## config.mk

```make
export PLATFORM = sky130hd
export DESIGN_NAME = spi_frame_receiver
export DESIGN_NICKNAME = d
export VERILOG_FILES = /design/src/rtl/shazam_spi_pkg.sv /design/src/rtl/sync_fifo.sv /design/src/rtl/spi_frame_receiver.sv
export SDC_FILE = /design/constraint.sdc
export NUM_CORES = 1
export LEC_CHECK = 0
export ABC_AREA = 1
export CORE_ASPECT_RATIO = 1.5
export CORE_MARGIN = 2
export CORE_UTILIZATION = 50
export DETAILED_ROUTE_END_ITERATION = 12
export GPL_ROUTABILITY_DRIVEN = 0
export PLACE_DENSITY_LB_ADDON = 0.08
export REMOVE_ABC_BUFFERS = 1
export SYNTH_ARGS = -nofsm -noshare
export SYNTH_HDL_FRONTEND = slang
export SYNTH_SLANG_ARGS = --single-unit
```

## constraint.sdc

```tcl
create_clock -name clk -period 1.5 [get_ports clk]
set_input_delay 0.3 -clock clk [delete_from_list [all_inputs] [get_ports clk]]
set_output_delay 0.3 -clock clk [all_outputs]
set_load 0.05 [all_outputs]
```

## src/rtl/shazam_spi_pkg.sv

```systemverilog
// rtl/shazam_spi_pkg.sv - shared types and defaults for the SPI frame receiver
package shazam_spi_pkg;

    localparam int SPI_WORD_WIDTH  = 16;
    localparam int SPI_FRAME_WORDS = 512;
    localparam int SPI_INDEX_WIDTH = 10;

    typedef logic [SPI_WORD_WIDTH-1:0] spi_word_t;

    typedef enum logic [1:0] {
        IDLE   = 2'd0,
        ACTIVE = 2'd1,
        DRAIN  = 2'd2
    } spi_rx_state_t;

endpackage

```

## src/rtl/sync_fifo.sv

```systemverilog
// rtl/sync_fifo.sv - single-clock FIFO with comb read port, pop-before-push when full
module sync_fifo #(
    parameter int WIDTH = 26,
    parameter int DEPTH = 8
) (
    input  logic             clk,
    input  logic             rst_n,
    input  logic             wr_valid,
    input  logic [WIDTH-1:0] wr_data,
    input  logic             rd_ready,
    output logic             rd_valid,
    output logic [WIDTH-1:0] rd_data,
    output logic             wr_accept
);

    localparam int AW = $clog2(DEPTH);

    logic [WIDTH-1:0] mem_q [DEPTH];
    logic [AW:0]      wr_ptr_q, wr_ptr_d;
    logic [AW:0]      rd_ptr_q, rd_ptr_d;
    logic             empty, full, push, pop;

    // Extra pointer bit distinguishes full from empty when the indices match.
    assign empty = (wr_ptr_q == rd_ptr_q);
    assign full  = (wr_ptr_q[AW] != rd_ptr_q[AW]) && (wr_ptr_q[AW-1:0] == rd_ptr_q[AW-1:0]);
    assign pop   = rd_ready && !empty;
    assign push  = wr_valid && (!full || pop);

    assign rd_valid  = !empty;
    assign rd_data   = mem_q[rd_ptr_q[AW-1:0]];
    assign wr_accept = push;

    always_comb begin
        wr_ptr_d = wr_ptr_q;
        rd_ptr_d = rd_ptr_q;
        if (push) wr_ptr_d = wr_ptr_q + 1'b1;
        if (pop)  rd_ptr_d = rd_ptr_q + 1'b1;
    end

    always_ff @(posedge clk or negedge rst_n) begin
        if (!rst_n) begin
            wr_ptr_q <= '0;
            rd_ptr_q <= '0;
        end else begin
            wr_ptr_q <= wr_ptr_d;
            rd_ptr_q <= rd_ptr_d;
        end
    end

    always_ff @(posedge clk) begin
        if (push) mem_q[wr_ptr_q[AW-1:0]] <= wr_data;
    end

endmodule

```

## src/rtl/spi_frame_receiver.sv

```systemverilog
// rtl/spi_frame_receiver.sv - oversampled SPI mode-0 frame receiver; SPI_RX_FIFO_EN adds an output FIFO
module spi_frame_receiver
    import shazam_spi_pkg::*;
#(
    parameter int WORD_WIDTH  = SPI_WORD_WIDTH,
    parameter int FRAME_WORDS = SPI_FRAME_WORDS,
    parameter int SYNC_STAGES = 2,
    parameter int FIFO_DEPTH  = 8
) (
    input  logic                  clk,
    input  logic                  reset,
    input  logic                  sclk,
    input  logic                  cs,
    input  logic                  mosi,
    output logic [WORD_WIDTH-1:0] out_data,
    output logic [9:0]            out_index,
    output logic                  out_valid,
    input  logic                  out_ready,
    output logic                  frame_done,
    output logic                  frame_error,
    output logic                  overrun
);

    localparam int BW = $clog2(WORD_WIDTH);
    localparam int CW = 11;

    logic [SYNC_STAGES-1:0] sclk_sync_q, sclk_sync_d;
    logic [SYNC_STAGES-1:0] cs_sync_q, cs_sync_d;
    logic [SYNC_STAGES-1:0] mosi_sync_q, mosi_sync_d;
    logic                   sclk_prev_q, cs_prev_q;
    logic                   sclk_s, cs_s, mosi_s, sclk_rise, cs_rise, cs_fall;

    spi_rx_state_t          state_q, state_d;
    logic [BW-1:0]          bit_cnt_q, bit_cnt_d;
    logic [CW-1:0]          word_cnt_q, word_cnt_d;
    logic [WORD_WIDTH-1:0]  shift_q, shift_d;
    logic                   word_pend_q, word_pend_d;
    logic                   overflow, emit_valid, done_evt, err_evt;
    logic [9:0]             emit_index;

    always_comb begin
        sclk_sync_d = {sclk_sync_q[SYNC_STAGES-2:0], sclk};
        cs_sync_d   = {cs_sync_q[SYNC_STAGES-2:0], cs};
        mosi_sync_d = {mosi_sync_q[SYNC_STAGES-2:0], mosi};
    end

    assign sclk_s    = sclk_sync_q[SYNC_STAGES-1];
    assign cs_s      = cs_sync_q[SYNC_STAGES-1];
    assign mosi_s    = mosi_sync_q[SYNC_STAGES-1];
    assign sclk_rise = sclk_s && !sclk_prev_q;
    assign cs_rise   = cs_s && !cs_prev_q;
    assign cs_fall   = !cs_s && cs_prev_q;

    // A completed word is emitted one clk after its last bit; past the frame end it is dropped.
    assign overflow   = word_pend_q && (word_cnt_q == CW'(FRAME_WORDS));
    assign emit_valid = word_pend_q && !overflow;
    assign emit_index = word_cnt_q[9:0];

    always_comb begin
        state_d     = state_q;
        bit_cnt_d   = bit_cnt_q;
        word_cnt_d  = word_cnt_q;
        shift_d     = shift_q;
        word_pend_d = 1'b0;
        done_evt    = 1'b0;
        err_evt     = 1'b0;
        if (emit_valid) word_cnt_d = word_cnt_q + 1'b1;
        unique case (state_q)
            IDLE: begin
                if (cs_fall) begin
                    state_d    = ACTIVE;
                    bit_cnt_d  = '0;
                    word_cnt_d = '0;
                end
            end
            ACTIVE: begin
                // cs rise outranks a coincident sclk rise.
                if (cs_rise) begin
                    if (bit_cnt_q == '0 && !overflow && word_cnt_d == CW'(FRAME_WORDS)) done_evt = 1'b1;
                    else err_evt = 1'b1;
                    state_d = IDLE;
                end else if (overflow) begin
                    state_d = DRAIN;
                end else if (sclk_rise) begin
                    shift_d = {shift_q[WORD_WIDTH-2:0], mosi_s};
                    if (bit_cnt_q == BW'(WORD_WIDTH-1)) begin
                        bit_cnt_d   = '0;
                        word_pend_d = 1'b1;
                    end else begin
                        bit_cnt_d = bit_cnt_q + 1'b1;
                    end
                end
            end
            DRAIN: begin
                if (cs_rise) begin
                    err_evt = 1'b1;
                    state_d = IDLE;
                end
            end
            default: state_d = IDLE;
        endcase
    end

    always_ff @(posedge clk or negedge reset) begin
        if (!reset) begin
            sclk_sync_q <= '0;
            cs_sync_q   <= '1;
            mosi_sync_q <= '0;
            sclk_prev_q <= 1'b0;
            cs_prev_q   <= 1'b1;
            state_q     <= IDLE;
            bit_cnt_q   <= '0;
            word_cnt_q  <= '0;
            shift_q     <= '0;
            word_pend_q <= 1'b0;
        end else begin
            sclk_sync_q <= sclk_sync_d;
            cs_sync_q   <= cs_sync_d;
            mosi_sync_q <= mosi_sync_d;
            sclk_prev_q <= sclk_s;
            cs_prev_q   <= cs_s;
            state_q     <= state_d;
            bit_cnt_q   <= bit_cnt_d;
            word_cnt_q  <= word_cnt_d;
            shift_q     <= shift_d;
            word_pend_q <= word_pend_d;
        end
    end

`ifdef SPI_RX_FIFO_EN
    logic                     fifo_valid, fifo_accept;
    logic [WORD_WIDTH+9:0]    fifo_rdata;
    logic                     done_pend_q, done_pend_d;
    logic                     frame_done_q, frame_done_d;
    logic                     frame_error_q;
    logic                     overrun_q, overrun_d;

    sync_fifo #(.WIDTH(WORD_WIDTH + 10), .DEPTH(FIFO_DEPTH)) u_fifo (
        .clk       (clk),
        .rst_n     (reset),
        .wr_valid  (emit_valid),
        .wr_data   ({emit_index, shift_q}),
        .rd_ready  (out_ready),
        .rd_valid  (fifo_valid),
        .rd_data   (fifo_rdata),
        .wr_accept (fifo_accept)
    );

    // frame_done waits for the sink to drain the frame's words.
    always_comb begin
        done_pend_d  = done_pend_q | done_evt;
        frame_done_d = 1'b0;
        if (done_pend_q && !fifo_valid && !emit_valid && !err_evt) begin
            frame_done_d = 1'b1;
            done_pend_d  = done_evt;
        end
        overrun_d = overrun_q | (emit_valid & ~fifo_accept);
    end

    always_ff @(posedge clk or negedge reset) begin
        if (!reset) begin
            done_pend_q   <= 1'b0;
            frame_done_q  <= 1'b0;
            frame_error_q <= 1'b0;
            overrun_q     <= 1'b0;
        end else begin
            done_pend_q   <= done_pend_d;
            frame_done_q  <= frame_done_d;
            frame_error_q <= err_evt;
            overrun_q     <= overrun_d;
        end
    end

    assign out_valid   = fifo_valid;
    assign out_data    = fifo_valid ? fifo_rdata[WORD_WIDTH-1:0] : '0;
    assign out_index   = fifo_valid ? fifo_rdata[WORD_WIDTH+9:WORD_WIDTH] : '0;
    assign frame_done  = frame_done_q;
    assign frame_error = frame_error_q;
    assign overrun     = overrun_q;
`else
    logic                  out_valid_q;
    logic [WORD_WIDTH-1:0] out_data_q;
    logic [9:0]            out_index_q;
    logic                  frame_done_q, frame_error_q;
    logic                  unused_ready;
    localparam int         UNUSED_DEPTH = FIFO_DEPTH;

    assign unused_ready = out_ready;

    always_ff @(posedge clk or negedge reset) begin
        if (!reset) begin
            out_valid_q   <= 1'b0;
            out_data_q    <= '0;
            out_index_q   <= '0;
            frame_done_q  <= 1'b0;
            frame_error_q <= 1'b0;
        end else begin
            out_valid_q   <= emit_valid;
            if (emit_valid) begin
                out_data_q  <= shift_q;
                out_index_q <= emit_index;
            end
            frame_done_q  <= done_evt;
            frame_error_q <= err_evt;
        end
    end

    assign out_valid   = out_valid_q;
    assign out_data    = out_data_q;
    assign out_index   = out_index_q;
    assign frame_done  = frame_done_q;
    assign frame_error = frame_error_q;
    assign overrun     = 1'b0;
`endif

endmodule

```

==> results.md <==
- The run finished, with violations left.
- The final reports fail on setup timing.
- The clock latency reported for the late side of the worst-skew pair is approximately 360 ps.
- The synthesized area per cell is 8.89 um2.
- The remaining global-route overflow is 0.
- The number of synthesized flops with an enable pin is 0.
- The net total in the final layout is roughly 470.
- The worst-path maximum fanout is 3.
- The sum of negative setup slack is -5730 ps.
- The area of the placeable core is between 0.006 and 0.007 mm2.
- STA classifies the critical path startpoint as a flop.
- The slowest stage of the critical path is the sky130_fd_sc_hd__dfrtp_1 cell.
- For this design, the sink count on the clock tree is 71.
- The clock slew seen by the registers of the worst setup and hold paths is around 70 ps.
- The worst-case setup slack after placement is -247 ps.
- The ratio of final minimum period to clock period is 123%.
- The global-route wire length before repair is between 10 and 15 mm.
- The worst-case clock buffer depth is 2.
- Yosys attributes the largest share of cell area to sky130_fd_sc_hd__dfrtp_1 (55%), sky130_fd_sc_hd__nand2_1 (10%), sky130_fd_sc_hd__o21ai_0 (6.5%).
- The clock network is responsible for 35.1% of the overall power.
- The power per standard cell area is 1090 mW/mm2.
- The highest ir drop seen on vdd is 1190 uV.
- The placed instance count is 497.
- The switching share of total power is 28.9%.
- The met3 global-route usage is 5.47%.
- The count of nets left with antenna violations once routing finished came out at 0.
- The met1 usage in global routing is 29.2%.
- The most used flip-flop cell after synthesis is sky130_fd_sc_hd__dfrtp_1.
- Timing would allow up to 0.542 GHz.
- The worst hold path belongs to the class reg2reg.
- The pin count of the biggest net entering global routing is 33.
- The I/O pin count is 36.
- The starting DRC count in detailed routing is 153.
- Setup violations remaining at the end of the flow were counted as between 50 and 60.
- In this run the most used layer during global routing was met2.
- Counting the fill cells in the layout gives 327.
- The buffer and inverter count on the worst path is 1.
- The dominant cell by count in the synthesized netlist is sky130_fd_sc_hd__nand2_1.
- The first-pass iteration count of the detailed router is 4.
- Clock tree synthesis selected as its root buffer the cell sky130_fd_sc_hd__clkbuf_8.
- The via count of the first global-routing pass is approximately 2600.
- The summed instance area of the synthesized netlist is 0.00310 mm2.
- The number of antenna diodes in the final layout is 0.
- The clock tree synthesis step divided the H-tree into 3 levels.
- The leakage power of the design is 2.38 nW.
- The power dissipated by switching net loads is around 1.6 mW.
- The final wirelength is slightly above 8 mm.
- The worst setup path is captured at a flop.
- Summing all multi-input logic gate instances after layout gives around 0.0014 mm2.
- The share of total power dissipated in combinational logic is 25.6%.
- In this run the core area contains 35 standard-cell rows.
- The die is 68.3 um wide.
- The number of synthesis warnings is 0.
- Traced cell by cell, the critical path runs through inv_2 -> ha_4 -> nand2_1 -> nor2_1 -> nand3_1 -> nand2_1 -> nand2_1 -> nand2_2 -> nand3_1 -> nor2_2 -> nand3_2 -> nand2_2 -> a21oi_2.
- Dividing the detail-routed wire length by the instance count gives 15.1 um.
- The final worst-path setup slack is -344 ps.
- In the synthesized netlist the async set-or-reset flop fraction comes to 100%.
- The critical path is of the reg2reg type.
- Max-cap violations in this run came to 0.
- The sequential cell area is roughly 0.0018 mm2.
- Detailed routing inserted a total of 2739 vias.
- The number of vias per cell after detailed routing is 5.10.
- The category of cells accounting for the largest share of critical-path delay is simple AND/OR/NAND/NOR gates.
- The number of slew-limit violations in the final report is 0.
- Setup repair after global routing could not meet its margin everywhere.
- The clock tree from TritonCTS is yes.
- The finished layout holds 537 standard cells, fillers aside.
- The internal power of the cells totals 3.89 mW.
- Counting the buffers created by CTS gives 9.
- Sorting the synthesized cells by how often they occur yields sky130_fd_sc_hd__nand2_1 (86), sky130_fd_sc_hd__dfrtp_1 (68), sky130_fd_sc_hd__inv_1 (47), sky130_fd_sc_hd__o21ai_0 (40), sky130_fd_sc_hd__nor2_1 (31).
- The cell repeated most along the worst path is sky130_fd_sc_hd__nand2_1.
- The worst path required time is 1750 ps.
- The distinct cell type count of the synthesized netlist is 29.
- sky130_fd_sc_hd__dfrtp_1 takes more of the synthesized area than any other cell.
- Synthesis produced 349 cells.
- The sequential share of the synthesized area is 57.4%.
- The top-area cell type share of the netlist area is 54.9%.
- The area growth from synthesis to layout is 62.6%.
- Synthesis inferred 71 register bits.
- The initial utilization of the core area, before any placement, comes to 51.0%.
- The proportion of power drawn by flip-flops and latches is 39.2%.
- For this run, the slowest stage of the critical path takes 410 ps.
- The number of hold violations in the final report is 0.
- The sum of internal, switching and leakage power is 5.47 mW.
- The number of buffers inserted by port buffering is 33.
- The die area is 0.00686 mm2.
- The signal arrival time at the worst endpoint is 2090 ps.
- The number of antenna violations at the first check in global routing is 0.
- The routing usage on met2 is between 30% and 40%.
- Summed over all nets, the half-perimeter wirelength after detailed placement is 4.52 mm.
- After detailed routing, the number of remaining DRC violations is 0.
- Cells with a size suffix above 1 make up 44.3% of the layout.
- The minimum clock period after layout is 1840 ps.
- The vertical extent of the die is 100 um.
- The total global-route track usage is 23.8%.
- Clock skew on the completed layout was measured at 11.2 ps.
-- placed cells by master (no fill, tap or decap), types with 4 or more instances in the layout --
cell	count
sky130_fd_sc_hd__inv_2	9
sky130_fd_sc_hd__ha_1	4
sky130_fd_sc_hd__inv_1	38
sky130_fd_sc_hd__clkbuf_8	10
sky130_fd_sc_hd__nand2_1	60
sky130_fd_sc_hd__nor2_4	5
sky130_fd_sc_hd__nand2_4	10
sky130_fd_sc_hd__nand3_2	4
sky130_fd_sc_hd__nor2_2	5
sky130_fd_sc_hd__o21ai_2	8
sky130_fd_sc_hd__o21ai_1	16
sky130_fd_sc_hd__nand3_1	12
sky130_fd_sc_hd__buf_12	33
sky130_fd_sc_hd__buf_4	58
sky130_fd_sc_hd__nor2_1	24
sky130_fd_sc_hd__buf_6	6
sky130_fd_sc_hd__a21oi_2	4
sky130_fd_sc_hd__dfrtp_1	67
sky130_fd_sc_hd__o21ai_0	16
sky130_fd_sc_hd__a21oi_1	8
sky130_fd_sc_hd__nand2_2	20
-- power by group through the flow --
stage | sequential (mW) | combinational (mW) | clock [mW]
detailed placement | 2.17 | 0.969 | 0
floorplan | 2.17 | 0.522 | 0
global placement | 2.16 | 0.935 | 0
global route | 2.16 | 1.53 | 2.02
finish | 2.15 | 1.40 | 1.92
CTS | 2.13 | 1.19 | 1.94
-- cells by family (layout without fill, tap and decap cells) --
family	count (synthesis)	in the layout	synth area share, %
adder cells (fa/ha/maj)	8	8	3.23
other	1	1	0.121
AND/OR/NAND/NOR	153	153	21.7
buffers and inverters	59	173	7.58
XOR/XNOR	3	3	0.847
AO/OA/AOI/OAI	54	54	9.08
flip-flops	71	71	57.4
-- layer usage --
metal	vias up	part of all wire, %
met4	0	2.2
met5	-	0
li1	1317	-
met2	70	56
met3	20	3.8
met1	1332	38
-- sequential cells by signal, indices dropped and copies added, names as in the netlist --
register and cells:
bit_cnt_q 4, cs_prev_q 1, cs_sync_q 2, frame_done 1
frame_error 1, mosi_sync_q 2, out_data 16, out_index 10
out_valid 1, sclk_prev_q 1, sclk_sync_q 2, shift_q 16
state_q 2, word_cnt_q 11, word_pend_q 1
-- final timing paths --
path	from	to	slack, ps	depth (start not counted)
max	word_cnt_q[1]	frame_error	-340	13
min	sclk_sync_q[0]	sclk_sync_q[1]	350	0
max reg2reg	word_cnt_q[1]	frame_error	-340	13
min reg2reg	sclk_sync_q[0]	sclk_sync_q[1]	350	0
max in group asynchronous	reset	cs_sync_q[1]	500	3
min in group asynchronous	reset	word_cnt_q[3]	430	2
-- through the flow --
stage          hold slack (ps)  utilization [%]  cell area (um2)
3_5_place_dp               284             68.7             4180
3_3_place_gp               283             68.7             4180
4_1_cts                    348             77.1             4690
5_1_grt                    351             82.8             5040
2_1_floorplan             4.41                -             3050
6_report                   352             82.8             5040
-- final cells by class --
| class | instances | share of cell area [%] |
|---|---|---|
| clock buffers | 10 | 2.73 |
| clock inverters | 6 | 2.28 |
| inverters | 48 | 3.62 |
| multi-input cells | 219 | 27.2 |
| flip-flops and latches | 71 | 35.3 |
| well taps | 74 | 1.84 |
| repair buffers | 109 | 27.0 |
-- what timing repair did --
action	in CTS	in global routing
pin swaps	13	11
setup endpoints to repair	55	63
buffers inserted	9	8
gates cloned	3	4
endpoints found under the hold margin	15	0
resized for setup	44	81
hold buffers	1	0
Note: power is estimated with default switching activity, not from simulation.
==> RTL edit 1: new RTL, same flow settings <==
`shift_q` no longer has a reset.
--- a/src/rtl/spi_frame_receiver.sv
+++ b/src/rtl/spi_frame_receiver.sv
@@ -111,7 +111,6 @@
             state_q     <= IDLE;
             bit_cnt_q   <= '0;
             word_cnt_q  <= '0;
-            shift_q     <= '0;
             word_pend_q <= 1'b0;
         end else begin
             sclk_sync_q <= sclk_sync_d;
@@ -122,9 +121,12 @@
             state_q     <= state_d;
             bit_cnt_q   <= bit_cnt_d;
             word_cnt_q  <= word_cnt_d;
-            shift_q     <= shift_d;
             word_pend_q <= word_pend_d;
         end
+    end
+
+    always_ff @(posedge clk) begin
+        shift_q <= shift_d;
     end
 
 `ifdef SPI_RX_FIFO_EN
Check against the original RTL: same outputs for any inputs over 10 cycles, from zero or initial values and one cycle with reset low; that may be too few to reach the edited logic, so the function may still have changed.
==> RTL edit 1 against the unedited design <==
  * The flow still finishes with violations (negative setup slack)
  * Total power decreased by 12%
  * Count of clock-buffer cells in the layout unchanged
  * First-iteration DRC count decreased by 15%
  * Area after synthesis decreased by 2.2%
  * Design area shrank 1.8%
  * Clock skew up 0.0048 ns
  * Sequential cell count did not move
  * Wire length down 0.48%
  * Synthesized cell count fell by 8.6%
  * Setup slack lost 0.031 ns
  * Critical path type unchanged
  * Critical endpoint unchanged
  * Largest power group unchanged
==> RTL edit 1: results (changes against the unedited design) <==
- Run status: finished with violations (unchanged)
- Failing checks: negative setup slack (unchanged)
- EDFF count, synth: 16 (was 0)
- Dpl cells: 466 (was 497)
- Num CTS Buffers: 9 (unchanged)
- Static Leak: 2.33 nW (was 2.38 nW)
- Worst Skew: 0.0161 ns (was 0.0112 ns)
- Placed inst area: 4100 um2 (was 4180 um2)
- Worst vdd ir: 1.18 mV (was 1.19 mV)
- Placement Setup Slack: -0.308 ns (was -0.247 ns)
- Final cell count without fillers: 499 (was 537)
- Number of port buffers: 33 (unchanged)
- R2r worst-path depth: 11 (was 13)
- Via count: 2592 (was 2739)
- Unique masters post-synth: 28 (was 29)
- Initial DRC Count: 130 (was 153)
- Asr flop ratio synth: 77.5% (was 100%)
- Dpl hpwl: 4510 um (was 4520 um)
- CP Max Fanout: 4 (was 3)
- Slowest stage cell, crit path: dfrtp_1 (unchanged)
- Total global-route track usage: 21.7% (was 23.8%)
- Critical R2R Launch: word_cnt_q[5] (was word_cnt_q[1])
- Synth top cells by count: 100 x nand2_1, 52 x dfrtp_1, 34 x inv_1, 30 x nor2_1 (was 86 x nand2_1, 68 x dfrtp_1, 47 x inv_1, 40 x o21ai_0, 31 x nor2_1)
- Final setup viols: 55 (was 56)
- Largest stage delay, worst path: 0.44 ns (was 0.41 ns)
- First-pass GRT wire length: 10800 um (was 12000 um)
- Syn Inst Count: 319 (was 349)
- Detailed Routing Iterations Pass 1: 4 (unchanged)
- Setup_tns: -7.12 ns (was -5.73 ns)
- Later-pin clock latency in the skew report: 0.36 ns (about the same)
- Vias in the first global route: 2455 (was 2609)
- Final wirelength: 8080 um (was 8120 um)
- Arr. time, crit path: 2.11 ns (was 2.09 ns)
- Nets: 436 (was 472)
- Setup slack after layout: -0.376 ns (was -0.344 ns)
- Layout cell share with drive strength beyond 1: 49.2% (was 44.3%)
- YS warnings: 0 (unchanged)
- Crit Path Category: reg2reg (unchanged)
- Area contributors post-synth: dfrtp_1 43%, edfxtp_1 16%, nand2_1 12% (was dfrtp_1 55%, nand2_1 10%, o21ai_0 6.5%)
- Pin count of the biggest net entering global routing: 28 (was 33)
- N_diodes: 0 (unchanged)
- Post-synthesis sequential area ratio: 61.3% (was 57.4%)
==> RTL edit 1: cell types whose count changed after synthesis, sizes merged, moves of 3 or more <==
cell | before | now
edfxtp | 0 | 16
nand4 | 3 | 6
dfrtp | 68 | 52
inv | 48 | 36
o21ai | 40 | 12
nand2 | 90 | 104
a21oi | 12 | 9
==> RTL edit 1: cell type report <==
| class | instances | area, um2 |
|---|---|---|
| repair buffers | 98 | 1280 |
| clock buffers | 10 | 128 |
| clock inverters | 6 | 93.8 |
| repair inverters | 1 | 11.3 |
| multi-input cells | 205 | 1330 |
| inverters | 36 | 164 |
| well taps | 72 | 90.1 |
| fillers | 295 | 875 |
| flip-flops and latches | 71 | 1860 |
==> RTL edit 1: how the worst min path moves through the flow <==
stage,end,slack [ns],startpoint,cells after the start
after global routing,cs_sync_q[0],0.34,cs,1
after global placement,out_data[15],0.23,reset,1
final,cs_sync_q[1],0.36,cs_sync_q[0],0
after CTS,cs_sync_q[0],0.36,cs,1
after floorplan,bit_cnt_q[0],0.004,reset,0
after detailed placement,out_data[15],0.22,reset,1
==> RTL edit 1: routing by layer <==
layer	global-route usage [%]	wire length, um	up-vias
met5	0	0	-
met4	9.26	241	0
met3	4.19	324	22
met2	38.2	4630	85
met1	24.8	2880	1277
li1	-	-	1208
==> RTL edit 1: critical path: cells and delay by family (launching register included) <==
| family | cells | cell delay [ns] |
|---|---|---|
| and+or+nand+nor | 8 | 1.01 |
| DFF | 1 | 0.44 |
| buffers and inverters | 2 | 0.26 |
| AOI/OAI and AO/OA | 1 | 0.06 |
==> RTL edit 1: cells by family (layout without fill, tap and decap cells) <==
| logic type | Yosys count | after routing | share of synthesized area [%] |
|---|---|---|---|
| buf+inv | 43 | 151 | 5.61 |
| fa+ha+maj | 8 | 8 | 3.30 |
| xor+xnor | 4 | 4 | 1.15 |
| flops | 71 | 71 | 61.3 |
| compound gates | 21 | 21 | 3.59 |
| simple gates | 171 | 171 | 24.9 |
| other cells | 1 | 1 | 0.124 |
==> RTL edit 1: timing repair <==
item | 4_1_cts | 5_1_grt
endpoints found under the setup margin | 53 | 57
cloned | 2 | 2
endpoints found under the hold margin | 13 | 0
resized for setup | 43 | 103
hold buffers | 1 | 0
buffers inserted | 12 | 9
pin swaps | 20 | 36
==> RTL edit 1: where the power goes <==
group          internal, W  switching [W]  total (W)
Clock             0.000951       0.000763    0.00171
Combinational     0.000392       0.000523   0.000915
Sequential         0.00209      0.0000688    0.00216
Total              0.00344        0.00135    0.00479
==> RTL edit 2: new RTL, config.mk and constraints unchanged <==
Without the edit above. Change the parameter `SYNC_STAGES` from 2 to 4.
--- a/src/rtl/spi_frame_receiver.sv
+++ b/src/rtl/spi_frame_receiver.sv
@@ -4,7 +4,7 @@
 #(
     parameter int WORD_WIDTH  = SPI_WORD_WIDTH,
     parameter int FRAME_WORDS = SPI_FRAME_WORDS,
-    parameter int SYNC_STAGES = 2,
+    parameter int SYNC_STAGES = 4,
     parameter int FIFO_DEPTH  = 8
 ) (
     input  logic                  clk,
Check against the original RTL: not equivalent (a bounded check fails within 10 cycles, from zero or initial values and one cycle with reset low).
==> RTL edit 2 against the unedited design <==
  * The flow still finishes with violations (negative setup slack)
  * Die area is 5.2% higher
  * Clock power shrank 10%
  * Via count is 2.1% higher
  * Count of clock-buffer cells in the layout increased by 1
  * Sequential cell count increased by 6
  * Wire length up 8.6%
  * Clock skew decreased by 0.0032 ns
  * Area after synthesis grew 5.4%
  * Final cell count increased by 0.19%
  * Total power decreased by 6.1%
  * Setup slack better by 0.018 ns
  * Design area is 0.17% lower
  * Critical path type unchanged
  * Critical endpoint unchanged
  * Largest power group unchanged
==> RTL edit 2: results (changes against the unedited design) <==
- Hold path endpoint: cs_sync_q[0] (was sclk_sync_q[1])
- Static Leak: 2.42 nW (was 2.38 nW)
- Met1 wire length: 3150 um (was 3090 um)
- Drt wl/cell: 16.4 um (was 15.1 um)
- Worst hold path depth: 1 (was 0)
- Dpl hpwl: 4850 um (was 4520 um)
- Cell-internal power: 0.00363 W (was 0.00389 W)
- Setup_tns: -7.67 ns (was -5.73 ns)
- Critical R2R Launch: word_cnt_q[0] (was word_cnt_q[1])
- N_diodes: 0 (unchanged)
- # clock sinks: 77 (was 71)
- Fraction of area in registers: 38.4% (was 35.3%)
- Non-clk invs: 52 (was 48)
- Final-layout clock-cell area share: 4.30% (was 5.01%)
- Final wirelength: 8820 um (was 8120 um)
- Multi-input combinational cell count: 217 (was 219)
- Pin count of the biggest net entering global routing: 42 (was 33)
- Filler instances: 383 (was 327)
- Layout cell share with drive strength beyond 1: 36.8% (was 44.3%)
- First-pass GRT wire length: 11700 um (was 12000 um)
- Final setup viols: 50 (was 56)
- Area of the multi-input gates: 1250 um2 (was 1370 um2)
- Worst Skew: 0.00804 ns (was 0.0112 ns)
- Arr. time, crit path: 2.07 ns (was 2.09 ns)
- Layout clock buffer count: 11 (was 10)
- Dpl cells: 502 (was 497)
- Run status: finished with violations (unchanged)
- Met3 Track Usage GR: 5.57% (was 5.47%)
- Area contributors post-synth: dfrtp_1 55%, nand2_1 9.8%, o21ai_0 6.0% (was dfrtp_1 55%, nand2_1 10%, o21ai_0 6.5%)
- Initial DRC Count: 146 (was 153)
- Hold_ws: 0.351 ns (was 0.352 ns)
- Min-Delay Startpoint: cs (was sclk_sync_q[0])
- Vias in the first global route: 2660 (was 2609)
- Nets: 471 (was 472)
- Worst vdd ir: 0.847 mV (was 1.19 mV)
- Signal buffers: 100 (was 109)
- Setup slack after layout: -0.326 ns (was -0.344 ns)
- Unique masters post-synth: 30 (was 29)
- Worst min path class: in2reg (was reg2reg)
- Via count: 2797 (was 2739)
- # resized after CTS: 21 (was 44)
- Grt met2 use: 36.6% (was 39.7%)
- Total global-route track usage: 21.1% (was 23.8%)
- Syn Inst Count: 357 (was 349)
- Non-clk buf share: 26.6% (was 27.0%)
- Metal2 WL: 4910 um (was 4530 um)
- Post-CTS setup buffers: 4 (was 9)
- Post-synthesis sequential area ratio: 59.1% (was 57.4%)
- CP Max Fanout: 4 (was 3)
- Failing checks: negative setup slack (unchanged)
-- RTL edit 2: cell types whose count changed in the layout (fill, tap and decap cells not counted), moves of 3 or more --
cell | before | now
buf_16 | 3 | 0
inv_2 | 9 | 6
o21ai_1 | 16 | 30
nand2_2 | 20 | 13
o21ai_0 | 16 | 13
o21ai_2 | 8 | 0
nand3_2 | 4 | 8
inv_1 | 38 | 45
dfrtp_1 | 67 | 71
nand3_1 | 12 | 8
clkbuf_16 | 2 | 7
nand2_4 | 10 | 3
buf_4 | 58 | 46
nand2_1 | 60 | 73
-- RTL edit 2: stage by stage --
stage	cell area [um2]	worst slack, ns	utilization [%]
finish	5030	-0.326	78.7
global route	5030	-0.453	78.7
CTS	4650	-0.205	72.7
detailed placement	4320	-0.329	67.5
global placement	4320	-0.255	67.5
floorplan	3210	-0.499	-
-- RTL edit 2: logic make-up after synthesis --
kind of cell / synth area share [%]
xor+xnor: 0.804
fa+ha+maj: 3.06
other cells: 0.115
buf+inv: 7.69
simple gates: 20.2
compound gates: 8.99
flops: 59.1
-- RTL edit 2: power by group through the flow --
stage / clock (W) / sequential (W) / combinational (W)
3_3_place_gp: 0 / 0.00234 / 0.000838
3_5_place_dp: 0 / 0.00234 / 0.000874
5_1_grt: 0.00184 / 0.00233 / 0.00122
6_report: 0.00172 / 0.00231 / 0.00111
2_1_floorplan: 0 / 0.00234 / 0.000488
4_1_cts: 0.00175 / 0.00230 / 0.000936
-- RTL edit 2: critical path: stages, from the launching register on --
cell	delay, ns
dfrtp_1	0.42
inv_2	0.10
ha_4	0.15
nand2_2	0.05
nor2_1	0.11
nand3_1	0.12
nand2_1	0.10
nand2_1	0.07
nand2_2	0.10
nand3_2	0.12
nor2_4	0.16
nand3_2	0.10
nand2_2	0.08
a21oi_2	0.04
